### config.mk
export PLATFORM = sky130hd
export DESIGN_NAME = scan_mux_flat
export DESIGN_NICKNAME = d
export VERILOG_FILES = /design/src/rtl/scan_mux_if.sv /design/src/rtl/scan_mux.sv /design/src/flat_wrapper.sv
export SDC_FILE = /design/constraint.sdc
export NUM_CORES = 1
export LEC_CHECK = 0
export BUFFER_PORTS_ARGS = -buffer_cell sky130_fd_sc_hd__buf_4
export CORE_MARGIN = 3
export CORE_UTILIZATION = 46
export DETAILED_ROUTE_END_ITERATION = 16
export PLACE_DENSITY = 0.76
export SYNTH_ARGS = -nofsm -noshare
export SYNTH_HDL_FRONTEND = slang
export SYNTH_SLANG_ARGS = --single-unit
### constraint.sdc
create_clock -name clk -period 2.45 [get_ports clk]
set_clock_uncertainty 0.15 [all_clocks]
set_input_delay 0.735 -clock clk [delete_from_list [all_inputs] [get_ports clk]]
set_output_delay 0.735 -clock clk [all_outputs]
set_load 0.03 [all_outputs]
### src/rtl/scan_mux_if.sv
// Channel-selector bus: host-side controls and data in, registered selection out.
// The host drives 'master'; scan_mux sits on 'slave'.
interface scan_mux_if #(
  parameter int WIDTH   = 4,
  parameter int NUM_CH  = 4,
  parameter int DWELL_W = 8
);
  localparam int SEL_W = $clog2(NUM_CH);

  logic                    ena;
  logic [NUM_CH*WIDTH-1:0] din;
  logic                    mode;
  logic [SEL_W-1:0]        sel_in;
  logic [DWELL_W-1:0]      dwell;
  logic [WIDTH-1:0]        dout;
  logic [SEL_W-1:0]        ch_idx;
  logic                    switch_pulse;
  logic                    valid;

  modport master (
    output ena, din, mode, sel_in, dwell,
    input  dout, ch_idx, switch_pulse, valid
  );

  modport slave (
    input  ena, din, mode, sel_in, dwell,
    output dout, ch_idx, switch_pulse, valid
  );
endinterface

### src/rtl/scan_mux.sv
// Registered N-channel selector with manual select or round-robin scan.
// dout and ch_idx update on the same edge, so switching never mixes channels.
module scan_mux #(
  parameter int WIDTH   = 4,
  parameter int NUM_CH  = 4,
  parameter int DWELL_W = 8
) (
  input  logic        clk,
  input  logic        rst_n,
  scan_mux_if.slave   bus
);
  localparam int SEL_W = $clog2(NUM_CH);
  localparam logic [SEL_W-1:0] LAST_CH = SEL_W'(NUM_CH - 1);

  logic [DWELL_W-1:0] count;
  logic [DWELL_W-1:0] nxt_count;
  logic [SEL_W-1:0]   nidx;
  logic [WIDTH-1:0]   nxt_dout;

  // NOTE: every variable assigned here gets a default first, so no path
  // through the block leaves it unassigned and no latch is inferred.
  always_comb begin
    nidx      = bus.ch_idx;
    nxt_count = '0;
    if (!bus.mode) begin
      // Out-of-range selects are ignored; the current channel is held.
      if (int'(bus.sel_in) < NUM_CH) nidx = bus.sel_in;
    end else if (count >= bus.dwell) begin
      // Explicit wrap keeps non-power-of-2 channel counts in range.
      nidx = (bus.ch_idx == LAST_CH) ? '0 : bus.ch_idx + 1'b1;
    end else begin
      nxt_count = count + 1'b1;
    end
  end

  always_comb begin
    nxt_dout = '0;
    for (int k = 0; k < NUM_CH; k++) begin
      if (nidx == SEL_W'(k)) nxt_dout = bus.din[k*WIDTH +: WIDTH];
    end
  end

  // NOTE: state registers use non-blocking assignments so every flop samples
  // the pre-edge values of the others, regardless of statement order.
  always_ff @(posedge clk or negedge rst_n) begin
    if (!rst_n) begin
      count            <= '0;
      bus.ch_idx       <= '0;
      bus.dout         <= '0;
      bus.switch_pulse <= 1'b0;
      bus.valid        <= 1'b0;
    end else if (bus.ena) begin
      count            <= nxt_count;
      bus.ch_idx       <= nidx;
      bus.dout         <= nxt_dout;
      bus.switch_pulse <= (nidx != bus.ch_idx);
      bus.valid        <= 1'b1;
    end else begin
      bus.switch_pulse <= 1'b0;
    end
  end
endmodule
### src/flat_wrapper.sv
// flat-port wrapper written by rule: the top's interface ports become plain ports
module scan_mux_flat 
#(
  parameter int WIDTH   = 4,
  parameter int NUM_CH  = 4,
  parameter int DWELL_W = 8
)
  (clk, rst_n, bus_ena, bus_din, bus_mode, bus_sel_in, bus_dwell, bus_dout, bus_ch_idx, bus_switch_pulse, bus_valid);
  scan_mux_if #(.WIDTH(WIDTH), .NUM_CH(NUM_CH), .DWELL_W(DWELL_W)) bus_i ();
  input  logic clk;
  input  logic rst_n;
  input wire logic [$bits(bus_i.ena)-1:0] bus_ena;
  input wire logic [$bits(bus_i.din)-1:0] bus_din;
  input wire logic [$bits(bus_i.mode)-1:0] bus_mode;
  input wire logic [$bits(bus_i.sel_in)-1:0] bus_sel_in;
  input wire logic [$bits(bus_i.dwell)-1:0] bus_dwell;
  output wire logic [$bits(bus_i.dout)-1:0] bus_dout;
  output wire logic [$bits(bus_i.ch_idx)-1:0] bus_ch_idx;
  output wire logic [$bits(bus_i.switch_pulse)-1:0] bus_switch_pulse;
  output wire logic [$bits(bus_i.valid)-1:0] bus_valid;
  assign bus_i.ena = bus_ena;
  assign bus_i.din = bus_din;
  assign bus_i.mode = bus_mode;
  assign bus_i.sel_in = bus_sel_in;
  assign bus_i.dwell = bus_dwell;
  assign bus_dout = bus_i.dout;
  assign bus_ch_idx = bus_i.ch_idx;
  assign bus_switch_pulse = bus_i.switch_pulse;
  assign bus_valid = bus_i.valid;
  scan_mux #(.WIDTH(WIDTH), .NUM_CH(NUM_CH), .DWELL_W(DWELL_W)) u_core (.clk(clk), .rst_n(rst_n), .bus(bus_i));
endmodule
==> reports/results.ini, run 1 <==
[global_route]
grt_pass1_wl_um = 5240
grt_pass1_vias = 1155
antenna_found_initial = 0
grt_max_degree = 17
grt.total_usage = 0.199
grt_overflow = 0

[finish]
final_cell_area_mm2 = 0.00189
final_core_util = 0.749
area_growth_pct = 51.2
fin_nets = 224
drive_gt1_frac = 0.519
fillers = 172
antennaDiodeCount = 0

[floorplan]
core_mm2 = 0.00252
die_w_um = 58.1
die-area_mm2 = 0.00338
die_h_um = 58.1
start_util = 0.496
num_io_pins = 38
rows = 18

[clock_tree]
clock_latency_ns = 0.29
cts_buffers = 3
clk_pin_slew_ns = 0.10
root_buffer = clkbuf_4
cts_tree = done
htreeDepth = 1
clock-sinks = 16
postCtsHoldBufs = 0
cts_max_path_buffers = 2

[worst_setup_path]
path_delay_family = compound AO/OA/AOI/OAI gates
path_max_fanout = 8
cp_data_required_time_ns = 2.47
cp_slowest_cell = a211o_1
crit_arrival_ns = 2.44
critPathLaunchType = primary input
path_depth = 10
path_cells = buf_4 > inv_4 > ha_4 > a211o_1 > a31oi_4 > o21a_1 > buf_4 > a211oi_2 > a211oi_2 > o31ai_1
cpPeakStageDelay_ns = 0.28
reg2reg_depth = 8
crit_buf_inv = 3
end_kind = flop
critPathKind = in -> reg

[yosys]
synth-seq-area-share = 0.320
synth_top_cells_by_count = a211oi_1 (18), inv_1 (18), dfrtp_1 (16), ha_1 (10), nand2_1 (9)
synth_area_leaders = dfrtp_1 (32%), a211oi_1 (11%), ha_1 (10%)
synth_nets = 173
ys_warn_count = 0
synth.top_cell.area_share = 0.320
synth-seq-cells = 16
postSynthAreaPerCell_um2 = 9.40
synth_edf_count = 0
netlist_area_mm2 = 0.00125
yosysUniqueCellTypes = 37
syn_inst = 133
async_flop_share = 1.00
synth_top_flop_cell = dfrtp_1
yosysTopAreaCell = dfrtp_1

[detailed_routing]
initialDrtViolationCount = 29
finalWirelength_um = 3320
wire_per_inst_um = 15.6
drc_errors = 0
first_pass_iters = 4
route.vias.total = 1206
final_antenna_net_count = 0
via_per_inst = 5.66

[timing]
hold_viol = 0
setup_viol = 0
min_period_over_period = 0.989
rsz0062_at_grt = true
min_period_ns = 2.42
fin_tns_setup_ns = 0
slew_headroom = 0.750
tightest_slew_ns = 0.373
fmax_mhz = 413
report.final.slew_viol_count = 0
whs_ns = 0.130

[place]
place_area_mm2 = 0.00174
port-buffer-count = 37
hpwl_um = 2640
place_congestion = 0.847

[run]
maxCapViolCount = 0

[hold_path]
hold_class = in -> async

[status]
status = finished, final reports clean

[pwr]
power.leakage_uw = 0.000860
vdd_ir_drop_max_v = 0.000551
power.density_mw_per_mm2 = 473

## area by class of cell
type                            instances  area [um^2]  area share
Multi-Input combinational cell         93          923       0.489
Timing Repair Buffer                   52          409       0.217
Sequential cell                        16          400       0.212
Inverter                               18         82.6      0.0437
Tap cell                               30         37.5      0.0199
Clock buffer                            4         36.3      0.0192
## logic make-up (layout without fill, tap and decap cells)
kind of cell / Yosys count / in the layout / synth area share
buf+inv: 24 / 74 / 0.0821
flops: 16 / 16 / 0.320
compound gates: 45 / 45 / 0.313
mux: 3 / 3 / 0.0260
fa+ha+maj: 10 / 10 / 0.100
simple gates: 30 / 30 / 0.123
xor+xnor: 5 / 5 / 0.0350
## per-layer routing
layer | GRT usage | share of wire | wire length, um
met5 | 0 | 0 | 0
met4 | 0.0298 | 0.0051 | 17
met3 | 0.0223 | 0.046 | 154
met2 | 0.345 | 0.51 | 1700
met1 | 0.270 | 0.44 | 1440
## power breakdown
part / total (uW) / internal (uW) / switching [uW] / leakage [uW]
clock: 180 / 90.6 / 89.5 / 0.0000210
sequential: 319 / 291 / 27.2 / 0.000204
combinational: 394 / 181 / 213 / 0.000635
total: 893 / 563 / 330 / 0.000860
## worst paths after layout
check                            startpoint  slack [ns]                 end
max                            bus_dwell[2]        0.03  u_core.bus.dout[2]
min                                   rst_n        0.13  u_core.bus.dout[1]
max reg2reg                 u_core.count[6]        0.08  u_core.bus.dout[1]
min reg2reg                u_core.bus.valid        0.34    u_core.bus.valid
max in group asynchronous             rst_n        1.84     u_core.count[3]
min in group clk           u_core.bus.valid        0.34    u_core.bus.valid
## timing repair
item,in CTS,in global routing
resized for setup,8,12
endpoints found under the setup margin,4,5
endpoints found under the hold margin,0,0
pin swaps,3,15
setup buffers,1,1
cloned,0,0
## metrics by stage
step | std cells | setup WS [ns] | power (uW)
2_1_floorplan | 133 | -0.0379 | 545
3_3_place_gp | 207 | -0.301 | 667
3_5_place_dp | 207 | -0.400 | 682
4_1_cts | 212 | 0.000432 | 878
5_1_grt | 213 | -0.0355 | 932
6_report | 213 | 0.0264 | 893
## cell usage in the layout, fill, tap and decap left out, drive strengths merged
| master | n |
|---|---|
| buf | 52 |
| inv | 18 |
| a211oi | 18 |
| dfrtp | 16 |
| ha | 10 |
| nand2 | 9 |
| nor2 | 6 |
| o31ai | 6 |
| o21ai | 5 |
| clkbuf | 4 |
| nor2b | 3 |
| nand2b | 3 |
| xnor2 | 3 |
| nand3 | 3 |
| o211ai | 3 |
| a21o | 3 |
| a21oi | 2 |
| nand4 | 2 |
| xor2 | 2 |
| mux2 | 2 |
| o21a | 2 |
| a211o | 1 |
| a31oi | 1 |
| and3 | 1 |
| and4 | 1 |
| a2111oi | 1 |
| nand3b | 1 |
| o2111ai | 1 |
| o2bb2ai | 1 |
| mux2i | 1 |
| o211a | 1 |
| or2 | 1 |
## registers in the layout, summed over array words and instances, names as in the netlist
name                     cells
u_core.count                 8
u_core.bus.ch_idx            2
u_core.bus.switch_pulse      1
u_core.bus.valid             1
u_core.bus.dout              4
(Power assumes the default switching activity.)
==> run 2: changes to the inputs <==
Settings changed: ABC_AREA set to 1, CORE_UTILIZATION 46 to 40, PLACE_DENSITY 0.76 to 0.68.
==> reports/results.ini, run 2 <==
[status]
status = finished, final reports clean  ; unchanged

[timing]
report.final.slew_viol_count = 0  ; unchanged
min_period_over_period = 0.946  ; was 0.989
setup_viol = 0  ; unchanged
hold_viol = 0  ; unchanged
fmax_mhz = 431  ; was 413 MHz
tightest_slew_ns = 0.314  ; was 0.373 ns
rsz0062_at_grt = false  ; was true
slew_headroom = 0.789  ; was 0.750
min_period_ns = 2.32  ; was 2.42 ns

[yosys]
synth_edf_count = 0  ; unchanged
synth_top_cells_by_count = nand2_1 (35), inv_1 (33), nand3_1 (19), dfrtp_1 (16), ha_1 (10)  ; was a211oi_1 (18), inv_1 (18), dfrtp_1 (16), ha_1 (10), nand2_1 (9)
synth_top_flop_cell = dfrtp_1  ; unchanged
async_flop_share = 1.00  ; unchanged
netlist_area_mm2 = 0.00121  ; was 0.00125 mm^2
postSynthAreaPerCell_um2 = 7.46  ; was 9.40 um^2
synth.top_cell.area_share = 0.331  ; was 0.320
synth-seq-cells = 16  ; unchanged
yosysTopAreaCell = dfrtp_1  ; unchanged
synth_nets = 202  ; was 173
synth_area_leaders = dfrtp_1 (33%), nand2_1 (11%), ha_1 (10%)  ; was dfrtp_1 (32%), a211oi_1 (11%), ha_1 (10%)
ys_warn_count = 0  ; unchanged
yosysMostFrequentCell = nand2_1
syn_inst = 162  ; was 133
yosysUniqueCellTypes = 27  ; was 37
synth-seq-area-share = 0.331  ; was 0.320

[floorplan]
core_mm2 = 0.00283  ; was 0.00252 mm^2
die-area_mm2 = 0.00372  ; was 0.00338 mm^2
num_io_pins = 38  ; unchanged
start_util = 0.427  ; was 0.496
die_w_um = 61.0  ; was 58.1 um
die_h_um = 61.0  ; was 58.1 um
rows = 19  ; was 18

[finish]
top_regs = u_core.count (8), u_core.bus.dout (4), u_core.bus.ch_idx (2)  ; unchanged
regArea_um2 = 400  ; unchanged
final_cell_area_mm2 = 0.00154  ; was 0.00189 mm^2
stdcell_count = 233  ; was 213
multiInputGateArea_um2 = 646  ; was 923 um^2
final_cell_mix = buf_4 (41), nand2_1 (35), inv_1 (33)  ; was buf_4 (47), dfrtp_1 (16), inv_1 (14)
area_growth_pct = 27.3  ; was 51.2%
final_common_cell = buf_4  ; unchanged
drive_gt1_frac = 0.272  ; was 0.519
fin_nets = 244  ; was 224
fillers = 271  ; was 172
antennaDiodeCount = 0  ; unchanged
largest_reg_flops = 8  ; unchanged
top_register = u_core.count  ; unchanged

[clock_tree]
clk_pin_slew_ns = 0.10  ; about the same
cts_buffers = 3  ; unchanged
clock-sinks = 16  ; unchanged
cts_max_path_buffers = 2  ; unchanged
clock_latency_ns = 0.29  ; about the same
postCtsHoldBufs = 0  ; unchanged
cts_tree = done  ; unchanged
cts_setup_buffers = 0  ; was 1
htreeDepth = 1  ; unchanged
ctsResizeCount = 0  ; was 8
root_buffer = clkbuf_4  ; unchanged

[pwr]
power.leakage_uw = 0.000872  ; was 0.000860 uW
vdd_ir_drop_max_v = 0.000279  ; was 0.000551 V
power.density_mw_per_mm2 = 496  ; was 473 mW/mm^2

[worst_setup_path]
critPathLaunchType = primary input  ; unchanged
reg2reg_depth = 12  ; was 8
path_max_fanout = 15  ; was 8
cp_data_required_time_ns = 2.48  ; was 2.47 ns
end_kind = flop  ; unchanged
crit_arrival_ns = 2.35  ; was 2.44 ns
critPathKind = in -> reg  ; unchanged

[global_route]
grt_pass1_wl_um = 4350  ; was 5240 um
grt_overflow = 0  ; unchanged
antenna_found_initial = 0  ; unchanged
grt.total_usage = 0.157  ; was 0.199
grt_pass1_vias = 1039  ; was 1155
grt_max_degree = 18  ; was 17

[hold_path]
hold_class = in -> async  ; unchanged

[detailed_routing]
route.vias.total = 1115  ; was 1206
wire_per_inst_um = 11.5  ; was 15.6 um
initialDrtViolationCount = 30  ; was 29
via_per_inst = 4.79  ; was 5.66
finalWirelength_um = 2680  ; was 3320 um
first_pass_iters = 4  ; unchanged
final_antenna_net_count = 0  ; unchanged
drc_errors = 0  ; unchanged

[run]
maxCapViolCount = 0  ; unchanged

[place]
place_area_mm2 = 0.00152  ; was 0.00174 mm^2
port-buffer-count = 37  ; unchanged
dpl.cell_count = 230  ; was 207
hpwl_um = 2220  ; was 2640 um
place_congestion = 0.817  ; was 0.847

[run 2: area by class of cell]
class | instances | area share
repair buffers | 41 | 0.200
clock buffers | 3 | 0.0146
multi-input cells | 109 | 0.420
well taps | 31 | 0.0252
inverters | 33 | 0.0805
flip-flops and latches | 16 | 0.260
[run 2: worst paths after layout]
kind	from	to	slack [ns]
min in group clk	u_core.bus.valid	u_core.bus.valid	0.34
max reg2reg	u_core.count[7]	u_core.bus.dout[0]	0.28
max	bus_dwell[7]	u_core.bus.dout[0]	0.13
min	rst_n	u_core.count[5]	0.14
min reg2reg	u_core.bus.valid	u_core.bus.valid	0.34
max in group asynchronous	rst_n	u_core.bus.dout[1]	1.82
[run 2: power by group]
group | internal (uW) | switching, uW | leakage, uW
Combinational | 126 | 168 | 0.000654
Clock | 57.1 | 84.9 | 0.0000138
Sequential | 296 | 30.3 | 0.000203
Total | 480 | 283 | 0.000872
[run 2: layer usage]
layer	GRT usage	share of wire	vias up
li1	-	-	591
met1	0.206	0.46	499
met3	0.0340	0.046	5
met5	0	0	-
met4	0.0557	0.011	0
met2	0.255	0.48	20
[run 2: stage by stage]
stage | hold WS, ns | setup WS (ns) | total power [uW] | TNS [ns] | util
after floorplan | 0.289 | 0.119 | 524 | 0 | -
after global placement | 0.302 | -0.0826 | 620 | -0.266 | 0.536
after detailed placement | 0.321 | -0.149 | 628 | -0.771 | 0.536
after CTS | 0.143 | 0.141 | 770 | 0 | 0.544
after global routing | 0.125 | 0.00911 | 830 | 0 | 0.544
final | 0.138 | 0.132 | 763 | 0 | 0.544
[run 2: cells by family after synthesis]
logic type / after synthesis / share of synthesized area
AOI/OAI and AO/OA: 16 / 0.0735
xor gates and xnor gates: 7 / 0.0569
adders and majority gates: 10 / 0.104
buffers and inverters: 37 / 0.135
DFF: 16 / 0.331
and+or+nand+nor: 76 / 0.300
[run 2: critical path, stage by stage]
cell	delay [ns]
buf_4	0.08
inv_1	0.03
ha_1	0.29
a21o_1	0.18
nor2_2	0.19
nand3_2	0.14
nand2_2	0.08
nand3_2	0.07
nand2_4	0.15
inv_1	0.11
nand3_1	0.08
nand3_1	0.09
nand2_1	0.07
nand2_1	0.05
==> run 3: changes to the inputs <==
--- a/config.mk
+++ b/config.mk
@@ -11,4 +11,5 @@
 export CORE_UTILIZATION = 40
 export DETAILED_ROUTE_END_ITERATION = 16
+export HOLD_SLACK_MARGIN = 0.1
 export PLACE_DENSITY = 0.68
 export SYNTH_ARGS = -nofsm -noshare
==> constraint.sdc (replaced) <==
create_clock -name clk -period 2.45 [get_ports clk]
set_clock_uncertainty 0.15 [all_clocks]
set_input_delay 0.245 -clock clk [delete_from_list [all_inputs] [get_ports clk]]
set_output_delay 0.245 -clock clk [all_outputs]
set_load 0.03 [all_outputs]
==> reports/results.ini, run 3 (synthesis results as in run 2) <==
[floorplan]
rows = 19  ; unchanged
die_h_um = 61.0  ; unchanged
start_util = 0.427  ; unchanged
die_w_um = 61.0  ; unchanged
num_io_pins = 38  ; unchanged
core_mm2 = 0.00283  ; unchanged
die-area_mm2 = 0.00372  ; unchanged

[pwr]
netSwitchingPower_uw = 282  ; was 283 uW
comb_power_share = 0.388  ; was 0.386
internal-power_uw = 479  ; was 480 uW
vdd_ir_drop_max_v = 0.000339  ; was 0.000279 V
power.density_mw_per_mm2 = 499  ; was 496 mW/mm^2
power.leakage_uw = 0.000861  ; was 0.000872 uW
power.share.clock = 0.184  ; was 0.186
power_frac_seq = 0.428  ; about the same
sw_frac_of_total = 0.371  ; about the same

[place]
dpl.cell_count = 227  ; was 230
port-buffer-count = 37  ; unchanged
hpwl_um = 2210  ; was 2220 um
place_congestion = 0.786  ; was 0.817

[worst_setup_path]
crit_arrival_ns = 2.21  ; was 2.35 ns
critPathKind = reg -> reg  ; was in -> reg
critPathLaunchType = flop  ; was primary input
end_kind = flop  ; unchanged
crit_buf_inv = 2  ; was 3
path_max_fanout = 15  ; unchanged
crit_top_cell = nand2_1
cp_data_required_time_ns = 2.48  ; about the same
path_cells = ha_1 > nand2_1 > inv_1 > nand2_1 > nand2_1 > nand2_1 > nand3_2 > nand2_2 > nand3_2 > nand2_4 > inv_1 > nand3_1 > nand3_1 > nand2_1 > nand2_1  ; was buf_4 > inv_1 > ha_1 > a21o_1 > nor2_2 > nand3_2 > nand2_2 > nand3_2 > nand2_4 > inv_1 > nand3_1 > nand3_1 > nand2_1 > nand2_1
cp_slowest_cell = dfrtp_1  ; was ha_1
cpPeakStageDelay_ns = 0.43  ; was 0.29 ns
path_delay_family = simple AND/OR/NAND/NOR gates  ; unchanged

[clock_tree]
cts_setup_buffers = 0  ; unchanged
root_buffer = clkbuf_4  ; unchanged
cts_max_path_buffers = 2  ; unchanged
cts_buffers = 3  ; unchanged
htreeDepth = 1  ; unchanged
clock-sinks = 16  ; unchanged
ctsResizeCount = 0  ; unchanged
clk_pin_slew_ns = 0.09  ; was 0.10 ns
cts_tree = done  ; unchanged
clock_latency_ns = 0.29  ; about the same

[finish]
largest_reg_flops = 8  ; unchanged
final_cell_mix = buf_4 (38), nand2_1 (35), inv_1 (33)  ; was buf_4 (41), nand2_1 (35), inv_1 (33)
stdcell_count = 231  ; was 233
antennaDiodeCount = 0  ; unchanged
top_register = u_core.count  ; unchanged
drive_gt1_frac = 0.260  ; was 0.272
top_regs = u_core.count (8), u_core.bus.dout (4), u_core.bus.ch_idx (2)  ; unchanged
fillers = 280  ; was 271
final_common_cell = buf_4  ; unchanged
fin_nets = 242  ; was 244
area_growth_pct = 26.3  ; was 27.3%

[timing]
min_period_ns = 2.17  ; was 2.32 ns
fmax_mhz = 460  ; was 431 MHz
slew_headroom = 0.770  ; was 0.789
min_period_over_period = 0.887  ; was 0.946
setup_viol = 0  ; unchanged
hold_viol = 0  ; unchanged
tightest_slew_ns = 0.342  ; was 0.314 ns
rsz0062_at_grt = false  ; unchanged
fin_tns_setup_ns = 0  ; unchanged
report.final.slew_viol_count = 0  ; unchanged

[global_route]
antenna_found_initial = 0  ; unchanged
grt_max_degree = 18  ; unchanged
grt_pass1_vias = 1091  ; was 1039
grt_overflow = 0  ; unchanged
grt_pass1_wl_um = 4350  ; unchanged
grt.total_usage = 0.156  ; was 0.157

[run]
maxCapViolCount = 0  ; unchanged

[detailed_routing]
finalWirelength_um = 2710  ; was 2680 um
drc_errors = 0  ; unchanged
final_antenna_net_count = 0  ; unchanged
via_per_inst = 5.01  ; was 4.79
route.vias.total = 1157  ; was 1115
first_pass_iters = 4  ; unchanged
initialDrtViolationCount = 31  ; was 30
wire_per_inst_um = 11.7  ; was 11.5 um

[status]
status = finished, final reports clean  ; unchanged

[hold_path]
hold_class = in -> reg  ; was in -> async

[run 3: cell types whose count changed in the layout (fill, tap and decap cells not counted)]
cell	delta
buf_4	-3
dlygate4sd3_1	+1
[run 3: power groups by stage]
stage               Combinational, uW  Clock [uW]  Sequential, uW
floorplan                         159           0             365
global route                      335         160             331
CTS                               299         149             326
finish                            295         140             325
detailed placement                297           0             331
global placement                  287           0             330
[run 3: final timing paths]
check / slack (ns) / to / depth (start not counted) / from
worst max-delay path: 0.28 / u_core.bus.dout[1] / 15 / u_core.count[3]
worst min-delay path: 0.13 / u_core.count[0] / 2 / bus_ena
worst max register to register: 0.28 / u_core.bus.dout[1] / 15 / u_core.count[3]
worst min register to register: 0.33 / u_core.bus.valid / 1 / u_core.bus.valid
max in group asynchronous: 1.76 / u_core.bus.dout[3] / 2 / rst_n
min in group asynchronous: 0.19 / u_core.count[5] / 2 / rst_n
[run 3: per-stage QoR]
stage          hold WS (ns)  area [um^2]   util  setup WS [ns]  power, uW
6_report              0.126         1530  0.540          0.278        761
5_1_grt               0.131         1530  0.540         0.0986        826
4_1_cts               0.113         1530  0.540          0.291        774
3_5_place_dp        -0.0278         1490  0.528          0.310        627
3_3_place_gp        -0.0349         1490  0.528          0.384        617
2_1_floorplan        -0.201         1210      -          0.514        524
[run 3: what timing repair did]
action                                  in CTS  in global routing
hold buffers                                 1                  0
endpoints found under the setup margin       0                  0
hold endpoints to repair                    16                  0
[run 3: cell type report]
type / count / area (um^2) / share of cell area
flip-flops and latches: 16 / 400 / 0.262
repair buffers: 39 / 295 / 0.193
well taps: 31 / 38.8 / 0.0254
multi-input cells: 109 / 646 / 0.423
inverters: 33 / 124 / 0.0811
clock buffers: 3 / 22.5 / 0.0148
[run 3: worst register-to-register path, stage by stage, from the launching register on]
cell     delay, ns
dfrtp_1       0.43
ha_1          0.31
nand2_1       0.09
inv_1         0.04
nand2_1       0.05
nand2_1       0.04
nand2_1       0.10
nand3_2       0.12
nand2_2       0.09
nand3_2       0.07
nand2_4       0.16
inv_1         0.11
nand3_1       0.08
nand3_1       0.10
nand2_1       0.08
nand2_1       0.05
[run 3: per-layer routing]
layer | track usage | share of wire | vias to the layer above
li1 | - | - | 590
met1 | 0.187 | 0.41 | 535
met2 | 0.279 | 0.53 | 30
met3 | 0.0468 | 0.057 | 2
met4 | 0.0279 | 0.0037 | 0
met5 | 0 | 0 | -
